$ cat config.mk
export PLATFORM = sky130hd
export DESIGN_NAME = square_extractor_seq_ctrl
export DESIGN_NICKNAME = d
export VERILOG_FILES = /design/src/rtl/square_pkg.sv /design/src/rtl/sq_result_fifo2.sv /design/src/rtl/square_extractor_seq_ctrl.sv
export SDC_FILE = /design/constraint.sdc
export NUM_CORES = 1
export LEC_CHECK = 0
export CORE_MARGIN = 8
export CORE_UTILIZATION = 40
export DETAILED_ROUTE_END_ITERATION = 16
export PLACE_DENSITY = 0.64
export SETUP_SLACK_MARGIN = 0.02
export SYNTH_ARGS = -nofsm -noshare
export SYNTH_HDL_FRONTEND = slang
export SYNTH_HIERARCHICAL = 1
export SYNTH_SLANG_ARGS = --single-unit
$ cat constraint.sdc
create_clock -name clk -period 4.6 [get_ports clk]
set_input_delay 0.92 -clock clk [delete_from_list [all_inputs] [get_ports clk]]
set_output_delay 0.92 -clock clk [all_outputs]
set_load 0.1 [all_outputs]
$ cat src/rtl/square_pkg.sv
// square_pkg: shared state encoding, result record and width helpers for the square extractor sequencer
package square_pkg;
  typedef enum logic {ST_IDLE, ST_HOLD} state_t;
  localparam int DEF_WIDTH = 4;
  localparam int OBUF_ENTRIES = 2;
  typedef struct packed {
    logic [DEF_WIDTH-1:0] root;
    logic                 exact;
  } result_t;
  function automatic int cnt_bits(input int n);
    return (n < 2) ? 1 : $clog2(n);
  endfunction
endpackage

$ cat src/rtl/sq_result_fifo2.sv
// sq_result_fifo2: two-entry FIFO whose head register drives the output directly
module sq_result_fifo2 #(
  parameter int DW = 5
) (
  input  logic          clk,
  input  logic          rst_n,
  input  logic          wr_en,
  input  logic [DW-1:0] wr_data,
  output logic [1:0]    occupancy,
  output logic          out_valid,
  input  logic          out_ready,
  output logic [DW-1:0] out_data
);
  logic [DW-1:0] tail;
  logic          pop;
  assign out_valid = occupancy != 2'd0;
  assign pop = out_valid && out_ready;
  // a write alongside a pop lands in the head only when the head is leaving and nothing is behind it
  always_ff @(posedge clk or negedge rst_n)
    if (!rst_n) begin
      occupancy <= 2'd0;
      out_data <= '0;
      tail <= '0;
    end else begin
      out_data <= pop ? ((wr_en && occupancy == 2'd1) ? wr_data : tail)
                      : ((wr_en && occupancy == 2'd0) ? wr_data : out_data);
      tail <= (wr_en && occupancy == (pop ? 2'd2 : 2'd1)) ? wr_data : tail;
      occupancy <= occupancy + 2'(wr_en) - 2'(pop);
    end
endmodule

$ cat src/rtl/square_extractor_seq_ctrl.sv
// square_extractor_seq_ctrl: feeds an external square extractor, waits out its latency and buffers root/exact results
module square_extractor_seq_ctrl
  import square_pkg::*;
#(
  parameter int WIDTH       = 4,
  parameter int HOLD_CYCLES = WIDTH,
  parameter int OBUF_DEPTH  = 2
) (
  input  logic               clk,
  input  logic               rst_n,
  input  logic               in_valid,
  output logic               in_ready,
  input  logic [2*WIDTH-1:0] in_radicand,
  output logic [2*WIDTH-1:0] sq_radicand,
  input  logic [WIDTH-1:0]   sq_dout,
  output logic               out_valid,
  input  logic               out_ready,
  output logic [WIDTH-1:0]   out_root,
  output logic               out_exact,
  output logic               busy
);
  localparam int RW = 2 * WIDTH;
  localparam int CW = cnt_bits(HOLD_CYCLES);
  state_t        state;
  logic [CW-1:0] cnt;
  logic [RW-1:0] rad_q, dout_ext;
  logic [1:0]    occupancy;
  logic [WIDTH:0] head;
  logic          accept, capture, exact;
  // admission reserves the buffer slot; occupancy can only drop while holding
  assign in_ready = rst_n && state == ST_IDLE && int'(occupancy) < OBUF_DEPTH;
  assign accept = in_valid && in_ready;
  assign capture = state == ST_HOLD && cnt == '0;
  assign dout_ext = {{WIDTH{1'b0}}, sq_dout};
  assign exact = dout_ext * dout_ext == rad_q;
  assign busy = state == ST_HOLD || occupancy != 2'd0;
  assign {out_root, out_exact} = head;
  always_ff @(posedge clk or negedge rst_n)
    if (!rst_n) begin
      state <= ST_IDLE;
      cnt <= '0;
      sq_radicand <= '0;
      rad_q <= '0;
    end else if (accept) begin
      state <= ST_HOLD;
      cnt <= CW'(HOLD_CYCLES - 1);
      sq_radicand <= in_radicand;
      rad_q <= in_radicand;
    end else if (state == ST_HOLD) begin
      state <= capture ? ST_IDLE : ST_HOLD;
      cnt <= cnt - CW'(!capture);
    end
  sq_result_fifo2 #(.DW(WIDTH + 1)) u_fifo (
    .clk       (clk),
    .rst_n     (rst_n),
    .wr_en     (capture),
    .wr_data   ({sq_dout, exact}),
    .occupancy (occupancy),
    .out_valid (out_valid),
    .out_ready (out_ready),
    .out_data  (head)
  );
endmodule

Word-level counts from Yosys, hierarchy flattened --
Index checks and enable logic that the tools add are counted.
Word-level totals: register bits 23, input port bits 16, output and inout port bits 16, word-level logic and storage cells 39
Operators by class: add/sub/neg operators 3, multiply operators 1, $lt $le $gt $ge 1, eq/ne operators 3, multiplexer cells 9, bitwise operators 1, reductions and logical operators 15
Operators with widths (count):
- 5-bit two-way mux | 3
- 8-bit == test | 1
- 1-bit logical AND | 8
- 4-bit by 4-bit multiplier with 8-bit output | 1
- 2-bit two-way mux | 3
- 2-bit nonzero test | 3
- 2-bit zero test | 2
- 2-bit by 1-bit subtractor with 2-bit output | 2
- 1-bit two-way mux | 3
- 2-bit by 1-bit adder with 2-bit output | 1
- 2-bit by 1-bit == test with 1-bit output, second input constant | 1
- 2-bit == test | 1
- 2-bit less-than comparator, second input constant | 1
- 1-bit zero test | 1
- 1-bit logical OR | 1
- 1-bit inverter | 1

Longest topological paths before layout --
depth after elaboration 6, depth in mapped cells 8, depth with buffers taken out 8

By module --
The synthesis kept the hierarchy.
By module, submodules not included:
- square_extractor_seq_ctrl | times used 1, cells an instance 83, area each 708.2 µm², seq. area each 275.3 µm²
- sq_result_fifo2 | times used 1, cells an instance 42, area each 594.3 µm², seq. area each 300.3 µm²

Least setup slack after synthesis --
No wires, ideal clock.
path type in2out, start point input rst_n, end point output in_ready, data arrival time 2.156 ns, required time 3.680 ns, slack 1.524 ns, cell stages on the path 1, path buffers 0, cells stage by stage nor3b_2
Between the ends: cells in the longest elaborated chain, start to end 2
Ends and longest elaborated chain:
- start, declared | RTL line square_extractor_seq_ctrl.sv:10 | input logic rst_n,
- 1-bit logical AND (2 in a row) | RTL line square_extractor_seq_ctrl.sv:31 | assign in_ready = rst_n && state == ST_IDLE && int'(occupancy) < OBUF_DEPTH;
- end, declared | RTL line square_extractor_seq_ctrl.sv:12 | output logic in_ready,
Every way passes these cells.

Worst setup path in the final report --
Same ends and word-level chain as after synthesis.

==> impl_metrics.yaml <==
status:
  status: "finished, final reports clean"
timing:
  relSlewSlack_pct: 33.3
  rsz0062_at_grt: "false"
  fin_crit_sh_pct: 69.7
  worstMarginPinSlew_ns: 0.997
  final.min_clock_period_ns: 3.21
  fin_tns_setup_ns: 0
  drv_slew: 0
  fmax_ghz: 0.312
  layout_setup_ws_ns: 1.39
  final-hold-violation-count: 0
  finalSetupViolations: 0
  finClkSkew_ns: 0.00977
yosys:
  syn_nets: 146
  synth_edf_count: 0
  yosys-top-cells-area: "dfrtp_1 44%, mux2_2 12%, nand2_1 10%"
  synthFlopType: "dfrtp_1"
  synth.distinct_cells: 29
  yosysWarnings: 6
  ys_ff_latch: 23
  yosysMostFrequentCell: "nand2_1"
  synthCells: 125
  yosysSeqAreaShare_pct: 44.2
  synth_commonest_cells: "35 x nand2_1, 23 x dfrtp_1, 14 x mux2_2"
  syn_area_um2: 1300
  syn_avg_cell_area_um2: 10.4
  synth_top_area_share_pct: 44.2
  synth_area_leader_cell: "dfrtp_1"
  async_reset_ff_share_pct: 100
cts:
  h-tree-depth: 1
  path_clk_slew_ns: 0.12
  cts_buffers: 3
  ctsHoldBuffers: 0
  cts_tree: "built"
  root_buffer: "clkbuf_4"
  insertion_delay_ns: 0.31
  cts_sinks: 23
  cts_resized: 0
  cts.path.max_buffers: 2
  cts_setup_buffers: 0
worst_setup_path:
  crit_path_max_incr_delay_ns: 0.46
  worst_r2r_path_depth: 7
  regToRegStartpoint: "cnt[0]$_DFFE_PN0P_"
  r2r-end: "u_fifo/out_data[1]$_DFFE_PN0P_"
  crit_required_ns: 3.68
  crit_chain: "clkdlybuf4s50_1, buf_4, nor3b_2, buf_4"
  worst_path_most_repeated_cell: "buf_4"
  regToRegSetupSlack_ns: 2.72
  path_class: "input port to primary output"
  cp_num_buf_inv: 3
  slowest_stage: "clkdlybuf4s50_1"
  crit_path_start_kind: "input port"
  crit_arrival_ns: 2.29
  path_max_fanout: 24
  crit_family: "buffers and inverters"
  endpoint_kind: "primary output"
floorplanning:
  die_area_um2: 5340
  die_w_um: 73.1
  pin_count: 32
  dieHeight_um: 73.1
  initial_core_util_pct: 42.3
  core_area_um2: 3080
  row_count: 20
cells_and_area:
  nFillCells: 289
  fin_cells: 203
  diodes: 0
  nNetsFinal: 181
  drive_gt1_share_pct: 17.6
  syn_to_final_growth_pct: 29.7
placed_design:
  gp_congestion: 0.810
  io_buffers: 31
  pre_cts_ws_ns: 1.29
  dp.cells: 199
  dp_hpwl_um: 2210
hold_path:
  hold_depth: 1
  min_from: "u_fifo/out_data[3]$_DFFE_PN0P_"
  min_to: "u_fifo/out_data[3]$_DFFE_PN0P_"
  hold_class: "flop to flop"
global_routing:
  first_global_vias: 990
  antenna_found_initial: 0
  grtUsageTotal_pct: 11.1
  grt_max_degree: 25
  grt_overflow: 0
  grt_pass1_wl_um: 4680
drt:
  vias_per_cell: 4.80
  ant_nets: 0
  route.vias.total: 975
  drt_wl_total_um: 2810
  firstDrtPassIters: 4
  drtIter0Drc: 42
  drc: 0
  wire_per_inst_um: 13.9
run:
  cap_violations: 0
-- sequential cells by signal (all words and copies together), names as in the netlist --
signal	count
cnt	2
sq_radicand	8
state	1
u_fifo/occupancy	2
u_fifo/out_data	5
u_fifo/tail	5
-- stage by stage --
| step | cell area (um^2) | util, % | hold slack [ns] |
|---|---|---|---|
| 6_report | 1690 | 54.9 | 0.523 |
| 5_1_grt | 1690 | 54.9 | 0.540 |
| 4_1_cts | 1690 | 54.9 | 0.530 |
| 3_5_place_dp | 1660 | 54.0 | 0.499 |
| 3_3_place_gp | 1660 | 54.0 | 0.486 |
| 2_1_floorplan | 1300 | - | 0.475 |
-- kinds of logic after synthesis --
kind of cell | Yosys count | share of synthesized area [%]
muxes | 16 | 15.0
xor gates and xnor gates | 11 | 7.40
DFF | 23 | 44.2
AOI/OAI and AO/OA | 12 | 7.11
adders and majority gates | 5 | 4.80
and+or+nand+nor | 54 | 20.2
buffers and inverters | 4 | 1.35
-- layout by cell type (no fill, tap or decap), drive strengths merged, types with 2 or more instances in the layout --
master | netlist | final
a21oi | 3 | 3
and2 | 6 | 6
buf | 2 | 2
clkbuf | 0 | 4
clkdlybuf4s50 | 0 | 30
dfrtp | 23 | 23
ha | 5 | 5
inv | 2 | 2
mux2 | 15 | 15
nand2 | 35 | 35
nor2 | 3 | 3
nor2b | 3 | 3
nor3b | 3 | 3
o21ai | 4 | 4
xnor2 | 8 | 8
xor2 | 3 | 3
-- worst max-delay path by stage --
stage                     slack (ns)  cells past startpoint       start                              to
after floorplan                 1.52                      1       rst_n                        in_ready
after global placement          1.34                      9  sq_dout[1]  u_fifo/out_data[0]$_DFFE_PN0P_
after detailed placement        1.29                      9  sq_dout[1]  u_fifo/out_data[0]$_DFFE_PN0P_
after CTS                       1.36                      4       rst_n                        in_ready
after global routing            1.26                      4       rst_n                        in_ready
final                           1.39                      4       rst_n                        in_ready
-- per-layer routing --
metal / part of all wire (%) / vias to the layer above / track usage, %
met5: 0 / - / 0
met4: 1.8 / 0 / 5.33
met3: 3.5 / 5 / 2.47
met2: 49 / 14 / 17.9
met1: 46 / 464 / 13.6
li1: - / 492 / -
-- final cells by class --
cell class | count | area (um^2) | share of cell area [%]
Inverter | 2 | 7.51 | 0.444
Multi-Input combinational cell | 98 | 709 | 42.0
Clock buffer | 4 | 26.3 | 1.56
Timing Repair Buffer | 32 | 315 | 18.7
Tap cell | 44 | 55.1 | 3.26
Sequential cell | 23 | 576 | 34.1
-- worst reg2reg max path: stages (launching register included) --
cell and delay [ns]:
dfrtp_1 0.42, nor2_1 0.11, nand2_1 0.08, inv_1 0.19, nor2b_2 0.07, o21ai_2 0.26
mux2_2 0.39, mux2_2 0.26
Power is left out: the tool's default activity adds up to more than one toggle a clock period on the data nets, which glitch-free logic cannot reach.
